--- config.mk ---
export PLATFORM = sky130hd
export DESIGN_NAME = interconn_rx_port_flat
export DESIGN_NICKNAME = d
export VERILOG_FILES = /design/src/rtl/interconn_rx_port_if.sv /design/src/rtl/interconn_rx_port.sv /design/src/flat_wrapper.sv
export SDC_FILE = /design/constraint.sdc
export NUM_CORES = 1
export LEC_CHECK = 0
export ABC_AREA = 1
export CAP_MARGIN = 20
export CORE_ASPECT_RATIO = 1.5
export CORE_MARGIN = 5
export CORE_UTILIZATION = 40
export DETAILED_ROUTE_END_ITERATION = 12
export GPL_ROUTABILITY_DRIVEN = 0
export PLACE_DENSITY = 0.6
export REMOVE_ABC_BUFFERS = 1
export SLEW_MARGIN = 20
export SYNTH_ARGS = -nofsm -noshare
export SYNTH_HDL_FRONTEND = slang
export SYNTH_SLANG_ARGS = --single-unit
--- constraint.sdc ---
create_clock -name clk -period 11.3 [get_ports clk]
set_input_delay 2.26 -clock clk [delete_from_list [all_inputs] [get_ports clk]]
set_output_delay 2.26 -clock clk [all_outputs]
set_load 0.01 [all_outputs]
--- src/rtl/interconn_rx_port_if.sv ---
// -----------------------------------------------------------------------------
// interconn_rx_port_if
//   Bundles the crossbar-lane input, the consumer handshake and the status
//   outputs of one MVU receive port.
//
//   Handshake: one message transfers to the consumer on every rising clk edge
//   where outValid && outReady. outValid never depends on outReady. outMsg
//   holds stable while outValid && !outReady. The crossbar side has no ready
//   signal. A recvValid that meets a full FIFO with no read in the same cycle
//   is dropped.
//
//   Parameters: w = message width, d = FIFO depth (sets the level width).
//   Modports:
//     slave  - the receive port (consumes recv*, outReady; drives out*, status)
//     master - the environment (crossbar lane plus consumer)
// -----------------------------------------------------------------------------
interface interconn_rx_port_if #(
  parameter int w = 96,
  parameter int d = 8
);
  localparam int l = $clog2(d + 1);

  logic         recvValid;
  logic [w-1:0] recvMsg;
  logic         outValid;
  logic [w-1:0] outMsg;
  logic         outReady;
  logic         full;
  logic         almostFull;
  logic [l-1:0] level;
  logic [15:0]  dropCount;

  modport slave (
    input  recvValid, recvMsg, outReady,
    output outValid, outMsg, full, almostFull, level, dropCount
  );

  modport master (
    output recvValid, recvMsg, outReady,
    input  outValid, outMsg, full, almostFull, level, dropCount
  );
endinterface

--- src/rtl/interconn_rx_port.sv ---
// -----------------------------------------------------------------------------
// interconn_rx_port
//   Per-MVU receive buffer downstream of the crossbar. Every cycle the lane is
//   valid its message is pushed into a first-word-fall-through FIFO. The
//   consumer pops the FIFO over a valid/ready handshake. Occupancy status
//   (full, almostFull, level) lets the sender scheduler throttle.
//
//   Ports:
//     clk  - system clock, all state changes on the rising edge
//     rst  - synchronous, active-low reset
//     bus  - interconn_rx_port_if.slave (recv*, out*, full, almostFull,
//            level, dropCount)
//
//   Optional feature, macro INTERCONN_RX_DROP_COUNT_EN:
//     defined   - dropCount is a saturating 16-bit counter of messages lost
//                 to overflow
//     undefined - no counter is built and dropCount reads 16'h0000
// -----------------------------------------------------------------------------
module interconn_rx_port #(
  parameter int w  = 96,
  parameter int d  = 8,
  parameter int af = 6
) (
  input logic                  clk,
  input logic                  rst,
  interconn_rx_port_if.slave   bus
);
  localparam int l  = $clog2(d + 1);
  localparam int pw = (d > 1) ? $clog2(d) : 1;

  localparam logic [l-1:0]  DEPTH_L = l'(d);
  localparam logic [l-1:0]  AF_L    = l'(af);
  localparam logic [l-1:0]  LVL_ONE = l'(1);
  localparam logic [pw-1:0] PTR_ONE = pw'(1);

  logic [w-1:0]  mem_q [d];
  logic [pw-1:0] wr_ptr_q, wr_ptr_d;
  logic [pw-1:0] rd_ptr_q, rd_ptr_d;
  logic [l-1:0]  level_q, level_d;

  logic full_w;
  logic out_valid_w;
  logic rd_fire;
  logic wr_en;

  assign out_valid_w = (level_q != '0);
  assign full_w      = (level_q == DEPTH_L);
  assign rd_fire     = out_valid_w && bus.outReady;
  // A read in the same cycle frees a slot, so a full FIFO still accepts.
  assign wr_en       = bus.recvValid && (!full_w || rd_fire);

  // d is a power of two, so natural pointer overflow is the modulo-d wrap.
  always_comb begin
    wr_ptr_d = wr_en   ? wr_ptr_q + PTR_ONE : wr_ptr_q;
    rd_ptr_d = rd_fire ? rd_ptr_q + PTR_ONE : rd_ptr_q;
    level_d  = level_q;
    case ({wr_en, rd_fire})
      2'b10:   level_d = level_q + LVL_ONE;
      2'b01:   level_d = level_q - LVL_ONE;
      default: level_d = level_q;
    endcase
  end

  always_ff @(posedge clk) begin
    if (!rst) begin
      wr_ptr_q <= '0;
      rd_ptr_q <= '0;
      level_q  <= '0;
    end else begin
      wr_ptr_q <= wr_ptr_d;
      rd_ptr_q <= rd_ptr_d;
      level_q  <= level_d;
    end
  end

  // Storage is not reset; level alone decides which entries are live.
  always_ff @(posedge clk) begin
    if (rst && wr_en) begin
      mem_q[wr_ptr_q] <= bus.recvMsg;
    end
  end

  assign bus.outValid   = out_valid_w;
  assign bus.outMsg     = mem_q[rd_ptr_q];
  assign bus.full       = full_w;
  assign bus.almostFull = (level_q >= AF_L);
  assign bus.level      = level_q;

`ifdef INTERCONN_RX_DROP_COUNT_EN
  logic [15:0] drop_q, drop_d;

  always_comb begin
    drop_d = drop_q;
    if (bus.recvValid && full_w && !rd_fire && (drop_q != 16'hFFFF)) begin
      drop_d = drop_q + 16'd1;
    end
  end

  always_ff @(posedge clk) begin
    if (!rst) begin
      drop_q <= 16'h0000;
    end else begin
      drop_q <= drop_d;
    end
  end

  assign bus.dropCount = drop_q;
`else
  assign bus.dropCount = 16'h0000;
`endif

`ifndef SYNTHESIS
  a_level_max: assert property (@(posedge clk) disable iff (!rst)
    level_q <= DEPTH_L);
  a_no_read_empty: assert property (@(posedge clk) disable iff (!rst)
    rd_fire |-> (level_q != '0));
`endif
endmodule
--- src/flat_wrapper.sv ---
// flat-port wrapper written by rule: the top's interface ports become plain ports
module interconn_rx_port_flat 
#(
  parameter int w  = 96,
  parameter int d  = 8,
  parameter int af = 6
)
  (clk, rst, bus_recvValid, bus_recvMsg, bus_outReady, bus_outValid, bus_outMsg, bus_full, bus_almostFull, bus_level, bus_dropCount);
  interconn_rx_port_if #(.w(w), .d(d)) bus_i ();
  input logic clk;
  input logic rst;
  input wire logic [$bits(bus_i.recvValid)-1:0] bus_recvValid;
  input wire logic [$bits(bus_i.recvMsg)-1:0] bus_recvMsg;
  input wire logic [$bits(bus_i.outReady)-1:0] bus_outReady;
  output wire logic [$bits(bus_i.outValid)-1:0] bus_outValid;
  output wire logic [$bits(bus_i.outMsg)-1:0] bus_outMsg;
  output wire logic [$bits(bus_i.full)-1:0] bus_full;
  output wire logic [$bits(bus_i.almostFull)-1:0] bus_almostFull;
  output wire logic [$bits(bus_i.level)-1:0] bus_level;
  output wire logic [$bits(bus_i.dropCount)-1:0] bus_dropCount;
  assign bus_i.recvValid = bus_recvValid;
  assign bus_i.recvMsg = bus_recvMsg;
  assign bus_i.outReady = bus_outReady;
  assign bus_outValid = bus_i.outValid;
  assign bus_outMsg = bus_i.outMsg;
  assign bus_full = bus_i.full;
  assign bus_almostFull = bus_i.almostFull;
  assign bus_level = bus_i.level;
  assign bus_dropCount = bus_i.dropCount;
  interconn_rx_port #(.w(w), .d(d), .af(af)) u_core (.clk(clk), .rst(rst), .bus(bus_i));
endmodule
Yosys cells after proc, flatten, opt, wreduce, memory -nomap -nowiden --
Memory sizes are Yosys's and may differ from the RTL's. A register that Yosys moved wholly into a read port is not among the register bits. Index checks and enable logic that the tools add are counted.
Storage, ports and cells: register bits after elaboration 10, memory bits (writable) 768, output and inout bits 119, word-level logic and storage cells 24, memories 1
Cells by class: $add $sub $neg 4, order comparisons 1, equal/unequal tests 3, muxes and demuxes 5, reductions and logical operators 7
Memory list:
- u_core.mem_q | words 8, bits a word 96, read ports 1, clocked after memory_dff 1, wr ports 1, RTL line interconn_rx_port.sv:36 | logic [w-1:0] mem_q [d];
Operators by type and width (count):
- $pmux W4 S2 | 1
- $add A3 B1 Y3 const B | 2
- $mux W3 | 2
- $add A4 B1 Y4 const B | 1
- $eq A4 B4 Y1 const B | 1
- $ge A4 B3 Y1 const B | 1
- $reduce_bool A4 Y1 | 1
- $sub A4 B1 Y4 const B | 1
- $logic_and A1 B1 Y1 | 3
- $eq A2 B1 Y1 const B | 1
- $eq A2 B2 Y1 const B | 1
- $mux W1 | 2
- $reduce_bool A2 Y1 | 1
- $logic_not A1 Y1 | 1
- $logic_or A1 B1 Y1 | 1

Logic depth before layout (Yosys ltp) --
Gate-level depths: netlist of run 1.
depth in word-level cells 7, depth in mapped cells 13, mapped depth without buffers 13

Least setup slack after synthesis of run 1 --
No wires, ideal clock.
path type input port to flip-flop, from in bus_outReady, to mem u_core.mem_q[1][0], enable pin, setup time 0.552 ns, arrival 6.686 ns, data required time 10.748 ns, path slack 4.062 ns, stages 4, cells stage by stage inv_1 nand4_1 nand3_1 nor2_1
Between the ends: cells in the longest elaborated chain, start to end 6
RTL lines:
- start, declared | RTL line flat_wrapper.sv:14 | input wire logic [$bits(bus_i.outReady)-1:0] bus_outReady;
- $logic_and A1 B1 Y1 | RTL line interconn_rx_port.sv:48 | assign rd_fire = out_valid_w && bus.outReady;
- $logic_or A1 B1 Y1 | RTL line interconn_rx_port.sv:50 | assign wr_en = bus.recvValid && (!full_w || rd_fire);
- $logic_and A1 B1 Y1 | RTL line interconn_rx_port.sv:50
- $logic_and A1 B1 Y1 | RTL line interconn_rx_port.sv:78 | if (rst && wr_en) begin
- $mux W1 | RTL line interconn_rx_port.sv:78
- $mux W1 (not written as such) | RTL line interconn_rx_port.sv:79 | mem_q[wr_ptr_q] <= bus.recvMsg;
- end, declared | RTL line interconn_rx_port.sv:36
No other way between the ends.

==> impl_metrics.env, run 1 <==
export IMPL_hp_start="u_core.rd_ptr_q[2]"
export IMPL_port_buffers=202
export IMPL_drive_gt1_share_pct=5.10
export IMPL_max_cap_violations=0
export IMPL_syn_area_per_cell_sq_um=12.4
export IMPL_cts_root_buf="clkbuf_16"
export IMPL_rows=124
export IMPL_finClkSkew_ns=0.0216
export IMPL_wl_microns=73200
export IMPL_crit_path_top_delay_cell="dfxtp_4"
export IMPL_combPwrFrac_pct=24.9
export IMPL_period_minus_slack_ns=6.62
export IMPL_areaGrowthSynthToFinish_pct=16.5
export IMPL_dpl_hpwl_microns=36400
export IMPL_p_leak_nw=12.1
export IMPL_fin_crit_sh_pct=58.6
export IMPL_p_per_area_mw_per_mm2=213
export IMPL_postLayoutCoreUtil_pct=47.0
export IMPL_clk_latency_ns=0.61
export IMPL_place_inst=3562
export IMPL_grt_use_total_pct=17.2
export IMPL_setup_tns_ns=0
export IMPL_grt_max_degree=213
export IMPL_synth_seq_cells=781
export IMPL_drc=0
export IMPL_clockPowerShare_pct=31.5
export IMPL_hold_depth=2
export IMPL_r2r_end="u_core.mem_q[7][58]"
export IMPL_design_area_sq_mm=0.0359
export IMPL_p_int_mw=5.40
export IMPL_fillers=6715
export IMPL_first_global_vias=19100
export IMPL_worstHoldPathType="flip-flop to flip-flop"
export IMPL_io_pins=219
export IMPL_cts_buffer_depth=3
export IMPL_holdWs_ns=0.503
export IMPL_antenna_found_initial=9
export IMPL_path_clk_slew_ns=0.06
export IMPL_grt_pass1_wl_microns=112000
export IMPL_numCtsBuffers=75
export IMPL_crit_fanout=212
export IMPL_cp_common_cell="nand2_1"
export IMPL_fmax_ghz=0.151
export IMPL_fin_nets=2738
export IMPL_firstDrtPassIters=5
export IMPL_cts_hold_buffers=0
export IMPL_tightestPinTransition_ns=1.06
export IMPL_instances_no_fill=3695
export IMPL_cp_top_family="buffers and inverters"
export IMPL_power_switching_mw=2.25
export IMPL_postCtsSetupBuffers=0
export IMPL_crit_buf_inv=3
export IMPL_wire_per_inst_microns=19.8
export IMPL_setup_viol=0
export IMPL_synth_cells=2477
export IMPL_die_h_microns=350
export IMPL_path_cells="clkinv_8 -> buf_4 -> o21ai_0 -> o21ai_1 -> nand2_1 -> nand2_1 -> clkdlybuf4s50_1"
export IMPL_status="complete, no violations"
export IMPL_sw_frac_of_total_pct=29.4
export IMPL_cp_arrival_ns=4.36
export IMPL_required_ns=9.04
export IMPL_r2r_cells=6
export IMPL_cts_tree="yes"
export IMPL_dieArea_sq_mm=0.0828
export IMPL_maxSlewHeadroom_pct=29.3
export IMPL_ys_warn_count=0
export IMPL_ir_drop_v=0.000146
export IMPL_slowest_delay_ns=0.91
export IMPL_initial_utilization_pct=40.4
export IMPL_post_dp_cell_area_sq_mm=0.0335
export IMPL_reg2reg_slack_ns=7.90
export IMPL_endpoint_kind="primary output"
export IMPL_pre_cts_ws_ns=5.27
export IMPL_via_count=19100
export IMPL_drt_iter0_drc=1399
export IMPL_layout_setup_ws_ns=4.68
export IMPL_ys_types=25
export IMPL_overflow=0
export IMPL_drtAntennaViolNets=0
export IMPL_finalMaxSlewViolations=0
export IMPL_seqPwrFrac_pct=43.6
export IMPL_start_kind="flip-flop"
export IMPL_finalPower_mw=7.65
export IMPL_cts_max_level=3
export IMPL_path_class="flip-flop to primary output"
export IMPL_yosysSeqAreaShare_pct=75.7
export IMPL_netlist_area_sq_mm=0.0308
export IMPL_coreArea_sq_mm=0.0763
export IMPL_post_cts_resized=0
export IMPL_timing_rr_start="u_core.bus.level[2]"
export IMPL_die_w_microns=237
export IMPL_via_per_inst=5.17
export IMPL_hold_viol=0
export IMPL_numClockSinks=781
export IMPL_rsz0062_at_grt="false"
[cell usage after synthesis]
master    instances  area share (%)
edfxtp_1        768              75
nor2_1          596             7.3
o21ai_0         360             5.8
nand2_1         304             3.7
o21ai_1         221             3.6
clkbuf_1         70            0.85
buf_2            34            0.55
buf_1            21            0.26
buf_4            21            0.51
buf_6            19            0.69
inv_1            15            0.18
dfxtp_1          13            0.84
nand3_1           9            0.15
a21oi_1           8            0.13
ha_1              5            0.20
nand3b_1          2           0.049
xnor2_1           2           0.057
xor2_1            2           0.057
buf_8             1           0.049
clkinv_1          1           0.012
conb_1            1           0.012
fa_1              1           0.065
inv_4             1           0.020
nand4_1           1           0.020
nor4_1            1           0.020
[how the worst max path moves through the flow]
| stage | cells after the start | to | startpoint | slack, ns |
|---|---|---|---|---|
| after detailed placement | 9 | bus_outMsg[76] | flip-flop | 5.27 |
| after global routing | 7 | bus_outMsg[21] | flip-flop | 4.38 |
| final | 7 | bus_outMsg[76] | flip-flop | 4.68 |
| after CTS | 9 | bus_outMsg[76] | flip-flop | 4.56 |
| after floorplan | 5 | bus_outMsg[10] | flip-flop | -1.60 |
| after global placement | 9 | bus_outMsg[12] | flip-flop | 5.27 |
[power by group through the flow]
stage               Combinational [mW]  Sequential (mW)  Clock (mW)
floorplan                         1.05             3.50           0
global placement                  1.86             3.42           0
detailed placement                1.90             3.42           0
CTS                               1.91             3.36        2.47
global route                      2.13             3.34        2.59
finish                            1.90             3.33        2.41
[worst reg2reg max path, delay by kind of cell, from the launching register on]
| kind | cells | cell delay (ns) |
|---|---|---|
| DFF | 1 | 0.40 |
| buffers and inverters | 3 | 1.74 |
| and+or+nand+nor | 3 | 0.86 |
[placed cells by master, fill, tap and decap left out, drive strengths merged, types with 2 or more instances in the layout]
cell / n
ha: 5
conb: 16
a21oi: 8
nand2: 304
diode: 2
nand3b: 2
inv: 18
o21ai: 581
xnor2: 2
nor2: 596
edfxtp: 768
clkinv: 28
clkbuf: 96
xor2: 2
buf: 27
nand3: 9
clkdlybuf4s50: 202
dfxtp: 13
bufinv: 5
[cell families (layout without fill, tap and decap cells)]
| logic type | count (synthesis) | in the layout | synth area share (%) |
|---|---|---|---|
| simple gates | 913 | 913 | 11.2 |
| flops | 781 | 781 | 75.7 |
| compound gates | 589 | 589 | 9.57 |
| buf+inv | 183 | 376 | 3.13 |
| fa+ha+maj | 6 | 6 | 0.268 |
| xor+xnor | 4 | 4 | 0.114 |
| other cells | 1 | 18 | 0.0122 |
[sequential cells by signal, summed over array words and instances, names as in the netlist, named ones only]
name              flops
u_core.rd_ptr_q       3
u_core.wr_ptr_q       3
u_core.bus.level      4
u_core.mem_q        768
[layout make-up]
| class | count | area [sq um] | share of cell area, % |
|---|---|---|---|
| flip-flops and latches | 781 | 23300 | 65.0 |
| multi-input cells | 1528 | 6640 | 18.5 |
| repair buffers | 229 | 2260 | 6.30 |
| clock buffers | 96 | 2040 | 5.68 |
| well taps | 1008 | 1260 | 3.51 |
| clock inverters | 34 | 283 | 0.788 |
| inverters | 17 | 78.8 | 0.220 |
| diodes | 2 | 5.00 | 0.0139 |
[layer usage]
metal / share of wire (%) / GRT usage (%) / vias to the layer above
li1: - / - / 9016
met1: 42 / 22.1 / 9472
met2: 50 / 29.8 / 476
met3: 5.8 / 3.73 / 108
met4: 2.0 / 4.86 / 14
met5: 0.14 / 0 / -
Note: power is estimated with default switching activity, not from simulation.
==> run 2: changes to the inputs <==
Clock period 11.3 ns to 6.3 ns, I/O delays scaled along.
==> run 2 against run 1 <==
Design area increased by 0.26%. Clock-buffer cell count shrank 5. Register-to-register slack worse by 4.4 ns. Sequential power is 80% higher. Core utilization rose by 0.12 points. Critical path depth up 2. Setup slack lost 3.5 ns. Critical endpoint is now bus_outMsg[26].
==> impl_metrics.env, run 2 (synthesis results as in run 1) <==
export IMPL_maxSlewHeadroom_pct=31.6
export IMPL_cts_tree="yes"
export IMPL_clk_latency_ns=0.61
export IMPL_status="complete, no violations"
export IMPL_period_minus_slack_ns=5.16
export IMPL_wire_per_inst_microns=19.9
export IMPL_crit_path_top_delay_cell="buf_4"
export IMPL_post_cts_resized=0
export IMPL_antenna_found_initial=14
export IMPL_dieArea_sq_mm=0.0828
export IMPL_cts_root_buf="clkbuf_16"
export IMPL_top_register="u_core.mem_q"
export IMPL_tightestPinTransition_ns=1.02
export IMPL_dr_wl_met3_microns=4400
export IMPL_numCtsBuffers=74
export IMPL_drc=0
export IMPL_p_leak_nw=12.1
export IMPL_layout_common_cells="edfxtp_1 (768), nor2_1 (588), o21ai_0 (360)"
export IMPL_first_global_vias=19000
export IMPL_via_count=19000
export IMPL_power_switching_mw=4.07
export IMPL_endpoint_kind="primary output"
export IMPL_numClockSinks=781
export IMPL_path_clk_slew_ns=0.06
export IMPL_final_common_cell="edfxtp_1"
export IMPL_largest_reg_flops=768
export IMPL_firstDrtPassIters=5
export IMPL_rows=124
export IMPL_cts_max_level=3
export IMPL_initial_utilization_pct=40.4
export IMPL_design_area_sq_mm=0.0360
export IMPL_fillers=6769
export IMPL_areaGrowthSynthToFinish_pct=16.8
export IMPL_clockPowerShare_pct=31.1
export IMPL_crit_fanout=71
export IMPL_fin_nets=2736
export IMPL_dpl_hpwl_microns=37000
export IMPL_cts_hold_buffers=0
export IMPL_postCtsSetupBuffers=0
export IMPL_drive_gt1_share_pct=5.25
export IMPL_top_layer_used="met5"
export IMPL_cp_arrival_ns=3.90
export IMPL_slowest_delay_ns=0.68
export IMPL_die_h_microns=350
export IMPL_m1WireLength_microns=31000
export IMPL_die_w_microns=237
export IMPL_post_dp_cell_area_sq_mm=0.0337
export IMPL_start_kind="flip-flop"
export IMPL_instances_no_fill=3698
export IMPL_wl_microns=73700
export IMPL_rsz0062_at_grt="false"
export IMPL_drtAntennaViolNets=0
export IMPL_setup_viol=0
export IMPL_fmax_ghz=0.194
export IMPL_coreArea_sq_mm=0.0763
export IMPL_fin_crit_sh_pct=82.0
export IMPL_drt_iter0_drc=1463
export IMPL_grt_pass1_wl_microns=111000
export IMPL_io_pins=219
export IMPL_path_cells="buf_4 -> buf_4 -> nor2_1 -> nor2_1 -> o21ai_0 -> o21ai_1 -> nand2_1 -> nand2_1 -> clkdlybuf4s50_1"
export IMPL_required_ns=5.04
export IMPL_sw_frac_of_total_pct=29.8
export IMPL_reg2reg_slack_ns=3.51
export IMPL_combPwrFrac_pct=25.1
export IMPL_ir_drop_v=0.000245
export IMPL_setup_tns_ns=0
export IMPL_max_cap_violations=0
export IMPL_hold_viol=0
export IMPL_port_buffers=202
export IMPL_finClkSkew_ns=0.0185
export IMPL_seqPwrFrac_pct=43.7
export IMPL_overflow=0
export IMPL_grt_use_total_pct=17.3
export IMPL_path_class="flip-flop to primary output"
export IMPL_via_per_inst=5.14
export IMPL_p_int_mw=9.60
export IMPL_dr_wl_met2_microns=36600
export IMPL_finalMaxSlewViolations=0
export IMPL_grt_max_degree=221
export IMPL_worstHoldPathType="flip-flop to flip-flop"
export IMPL_p_per_area_mw_per_mm2=380
export IMPL_cts_buffer_depth=3
export IMPL_place_inst=3562
## run 2: cell type report
class                      count  area [sq um]  share of cell area (%)
sequential                   781         23300                    64.8
inverter                      17          78.8                   0.219
tap                         1008          1260                    3.50
clock inverter                39           350                   0.973
clock buffer                  91          1940                    5.38
antenna                        6          15.0                  0.0417
multi-input combinational   1528          6640                    18.4
timing repair buffer         228          2380                    6.61
## run 2: per-layer routing
metal	vias to the layer above	global-route usage [%]
li1	9017	-
met1	9437	21.6
met2	445	30.0
met3	109	4.16
met4	18	5.03
met5	-	0
## run 2: through the flow
step | setup WS (ns) | hold slack (ns) | power, mW | util [%]
after floorplan | -5.60 | 0.461 | 8.17 | -
after global placement | 1.83 | 0.491 | 9.50 | 44.1
after detailed placement | 1.78 | 0.515 | 9.57 | 44.1
after CTS | 1.09 | 0.527 | 13.8 | 47.1
after global routing | 0.850 | 0.547 | 14.4 | 47.1
final | 1.14 | 0.517 | 13.7 | 47.2
## run 2: worst max-delay path: cells and delay by family (launching register included)
kind	cells	cell delay, ns
AND/OR/NAND/NOR	4	0.50
flip-flops	1	0.57
AO/OA/AOI/OAI	2	0.26
buffers and inverters	3	1.91
## run 2: power by group through the flow
stage	clock, mW	sequential, mW	combinational (mW)
after floorplan	0	6.28	1.89
after global placement	0	6.08	3.42
after detailed placement	0	6.09	3.48
after CTS	4.36	5.98	3.51
after global routing	4.57	5.99	3.86
final	4.26	5.98	3.44
## run 2: path summary, 6_finish.rpt
kind,from,end,depth (start not counted)
hold / removal,u_core.rd_ptr_q[2],flip-flop,2
setup / recovery,flip-flop,bus_outMsg[26],9
hold reg to reg,u_core.rd_ptr_q[2],flip-flop,2
setup reg to reg,u_core.bus.level[2],u_core.mem_q[4][55],5
==> variant: new RTL, settings of run 1 <==
Add a define of `INTERCONN_RX_DROP_COUNT_EN`.
--- a/src/rtl/interconn_rx_port.sv
+++ b/src/rtl/interconn_rx_port.sv
@@ -16,6 +16,8 @@
 //                 to overflow
 //     undefined - no counter is built and dropCount reads 16'h0000
 // -----------------------------------------------------------------------------
+`define INTERCONN_RX_DROP_COUNT_EN
+
 module interconn_rx_port #(
   parameter int w  = 96,
   parameter int d  = 8,
Behaviour: no difference found for any inputs over 4 cycles, from zero or initial values and one cycle with rst low; that may be too few to reach the edited logic, so the function may still have changed.
==> variant against run 1 <==
- non-clock buffer count is 13 higher
- power decreased by 6.0%
- routed wire length grew 2.3%
- sequential cell count is 16 higher
- setup slack worse by 0.079 ns
- final area rose by 2.7%
- global-route usage down 0.077 points
- synthesized area rose by 2.0%
- critical path type unchanged
- highest routed layer unchanged
==> variant: results (changes against run 1) <==
stage	metric	value	unit	change
status	status	complete, no violations		
drt	Vias	19804		+3.8%
global_routing	antenna violations before repair	11		+2
global_routing	first-pass GRT wire length	114000	um	+1.8%
placement	hpwl dp	38000	um	+4.4%
pwr	worst vdd ir	173	uV	+19%
worst_setup_path	worst reg-to-reg setup slack	7.81	ns	-0.09 ns
sta	Worst Skew	0.0141	ns	-0.00753 ns
hold_path	Hold Crit Depth	2		unchanged
drt	WL per Instance	20.3	um	+2.5%
layout	fraction of layout cells with a size suffix above 1	5.95	%	+0.84 points
cts	Clk Latency, worst-skew pair	0.62	ns	
drt	1st-iter DRT viols	1441		+3.0%
worst_setup_path	CP delay by family, top	buffers and inverters		
cts	CTS max path bufs	3		unchanged
cts	total CTS buffers	75		unchanged
worst_setup_path	RR Startpoint	u_core.bus.level[2]$_SDFFE_PN0P_		
cts	clk slew on worst S/H paths	0.06	ns	about the same
cts	PostCTS Resize Cnt	0		unchanged
worst_setup_path	worst r2r dst	u_core.mem_q[5][25]$_DFFE_PP_		
layout	max reg flops	768		unchanged
placement	I/O Buffers	218		+7.9%
global_routing	largest net degree at the start of global routing	229		+7.5%
logic_synthesis	synth warn	0		unchanged
logic_synthesis	distinct cell type count after synthesis	27		+8.0%
worst_setup_path	Worst path slowest cell	dfxtp_4		
hold_path	Hold Path Class	reg -> reg		
pwr	Leak	12.2	nW	+1.3%
logic_synthesis	Synth async-reset ratio	0	%	unchanged
layout	fin cells	3690		-0.14%
logic_synthesis	top cells by area, synth	edfxtp_1 (73%), nor2_1 (7.2%), o32ai_1 (5.4%), nand2_1 (4.5%), o21ai_0 (3.2%)		
placement	DP Cell Count	3547		-0.42%
worst_setup_path	Crit path arrival time	4.44	ns	+0.08 ns
hold_path	hold_sp	u_core.rd_ptr_q[2]$_SDFFE_PN0N_		
logic_synthesis	Post-synth top cells	edfxtp_1 (768), nor2_1 (606), nand2_1 (373)		
drt	Detailed Routing Iterations Pass 1	7		+2
logic_synthesis	Main synth FF type	edfxtp_1		
layout	largest register by flop count	u_core.mem_q		
layout	nets	2704		-1.2%
worst_setup_path	R2R depth	10		+4
layout	Layout fillers	6698		-0.25%
logic_synthesis	Avg Cell Area, Syn	12.9	um2	+3.7%
worst_setup_path	max incr delay on CP	1.04	ns	+0.13 ns
logic_synthesis	Post-synth EDFFs	768		unchanged
global_routing	Total GRT Usage	17.2	%	-0.077 points
worst_setup_path	critical path fanouts, max	228		+7.5%
cts	H-tree depth	3		unchanged
cts	Root Buffer	clkbuf_16		
cts	Setup Buffers After CTS	0		unchanged
sta	Worst Tran Pin Value	1.18	ns	+0.119 ns
logic_synthesis	post-synthesis sequential area ratio	75.2	%	-0.45 points
==> variant: cell count changes after synthesis, moves of 9 or more <==
cell	before	now
inv_1	15	32
o21ai_0	360	203
dfxtp_1	13	29
buf_1	21	4
buf_6	19	6
nand2_1	304	373
o32ai_1	0	192
nand3_1	9	18
nor2_1	596	606
o21ai_1	221	0
==> variant: worst reg2reg max path, delay by kind of cell (launching register included) <==
| family | cells | cell delay (ns) |
|---|---|---|
| buffers and inverters | 4 | 1.79 |
| DFF | 1 | 0.42 |
| and+or+nand+nor | 6 | 0.86 |
==> variant: per-stage QoR <==
| stage | hold WS, ns | instance area [um2] | util, % | TNS (ns) | setup slack, ns |
|---|---|---|---|---|---|
| 2_1_floorplan | 0.433 | 30600 | - | -304.63 | -3.17 |
| 3_3_place_gp | 0.435 | 34400 | 43.9 | 0 | 5.22 |
| 3_5_place_dp | 0.458 | 34400 | 43.9 | 0 | 5.17 |
| 4_1_cts | 0.470 | 36900 | 47.0 | 0 | 4.49 |
| 5_1_grt | 0.509 | 36900 | 47.1 | 0 | 4.17 |
| 6_report | 0.465 | 36900 | 47.1 | 0 | 4.60 |
==> variant: routing by layer <==
layer	GRT usage (%)	vias to the layer above	routed length (um)
li1	-	9165	-
met1	21.7	9963	31200
met2	29.0	539	36900
met3	3.34	135	4450
met4	6.92	2	2300
met5	0	-	7
==> variant: cell families (layout without fill, tap and decap cells) <==
logic type	Yosys count	after routing	synth area share, %
buffers and inverters	189	411	2.90
XOR/XNOR	9	9	0.251
AND/OR/NAND/NOR	1020	1020	12.4
adder cells (fa/ha/maj)	4	4	0.159
other	0	9	0
AO/OA/AOI/OAI	416	416	9.02
flip-flops	797	797	75.2
==> variant: report_power, final <==
group          switching (W)  internal (W)  total [W]  leakage, nW
clock network        0.00104       0.00149    0.00252         1.20
registers          0.0000645       0.00330    0.00337         7.17
logic               0.000766      0.000537    0.00130         3.83
==> variant: worst max-delay path by stage <==
stage	from	endpoint	slack, ns
3_3_place_gp	flip-flop	bus_outMsg[31]	5.22
6_report	flip-flop	bus_outMsg[52]	4.60
3_5_place_dp	flip-flop	bus_outMsg[52]	5.17
5_1_grt	flip-flop	bus_outMsg[52]	4.17
2_1_floorplan	flip-flop	bus_outMsg[0]	-3.17
4_1_cts	flip-flop	bus_outMsg[52]	4.49
==> variant: layout make-up <==
cell class	instances	area, um2	area share, %
clock inverters	41	424	1.15
repair buffers	242	2390	6.47
diodes	9	22.5	0.0611
flip-flops and latches	797	23700	64.1
well taps	1024	1280	3.47
multi-input cells	1449	6920	18.8
inverters	35	149	0.404
clock buffers	93	2040	5.53
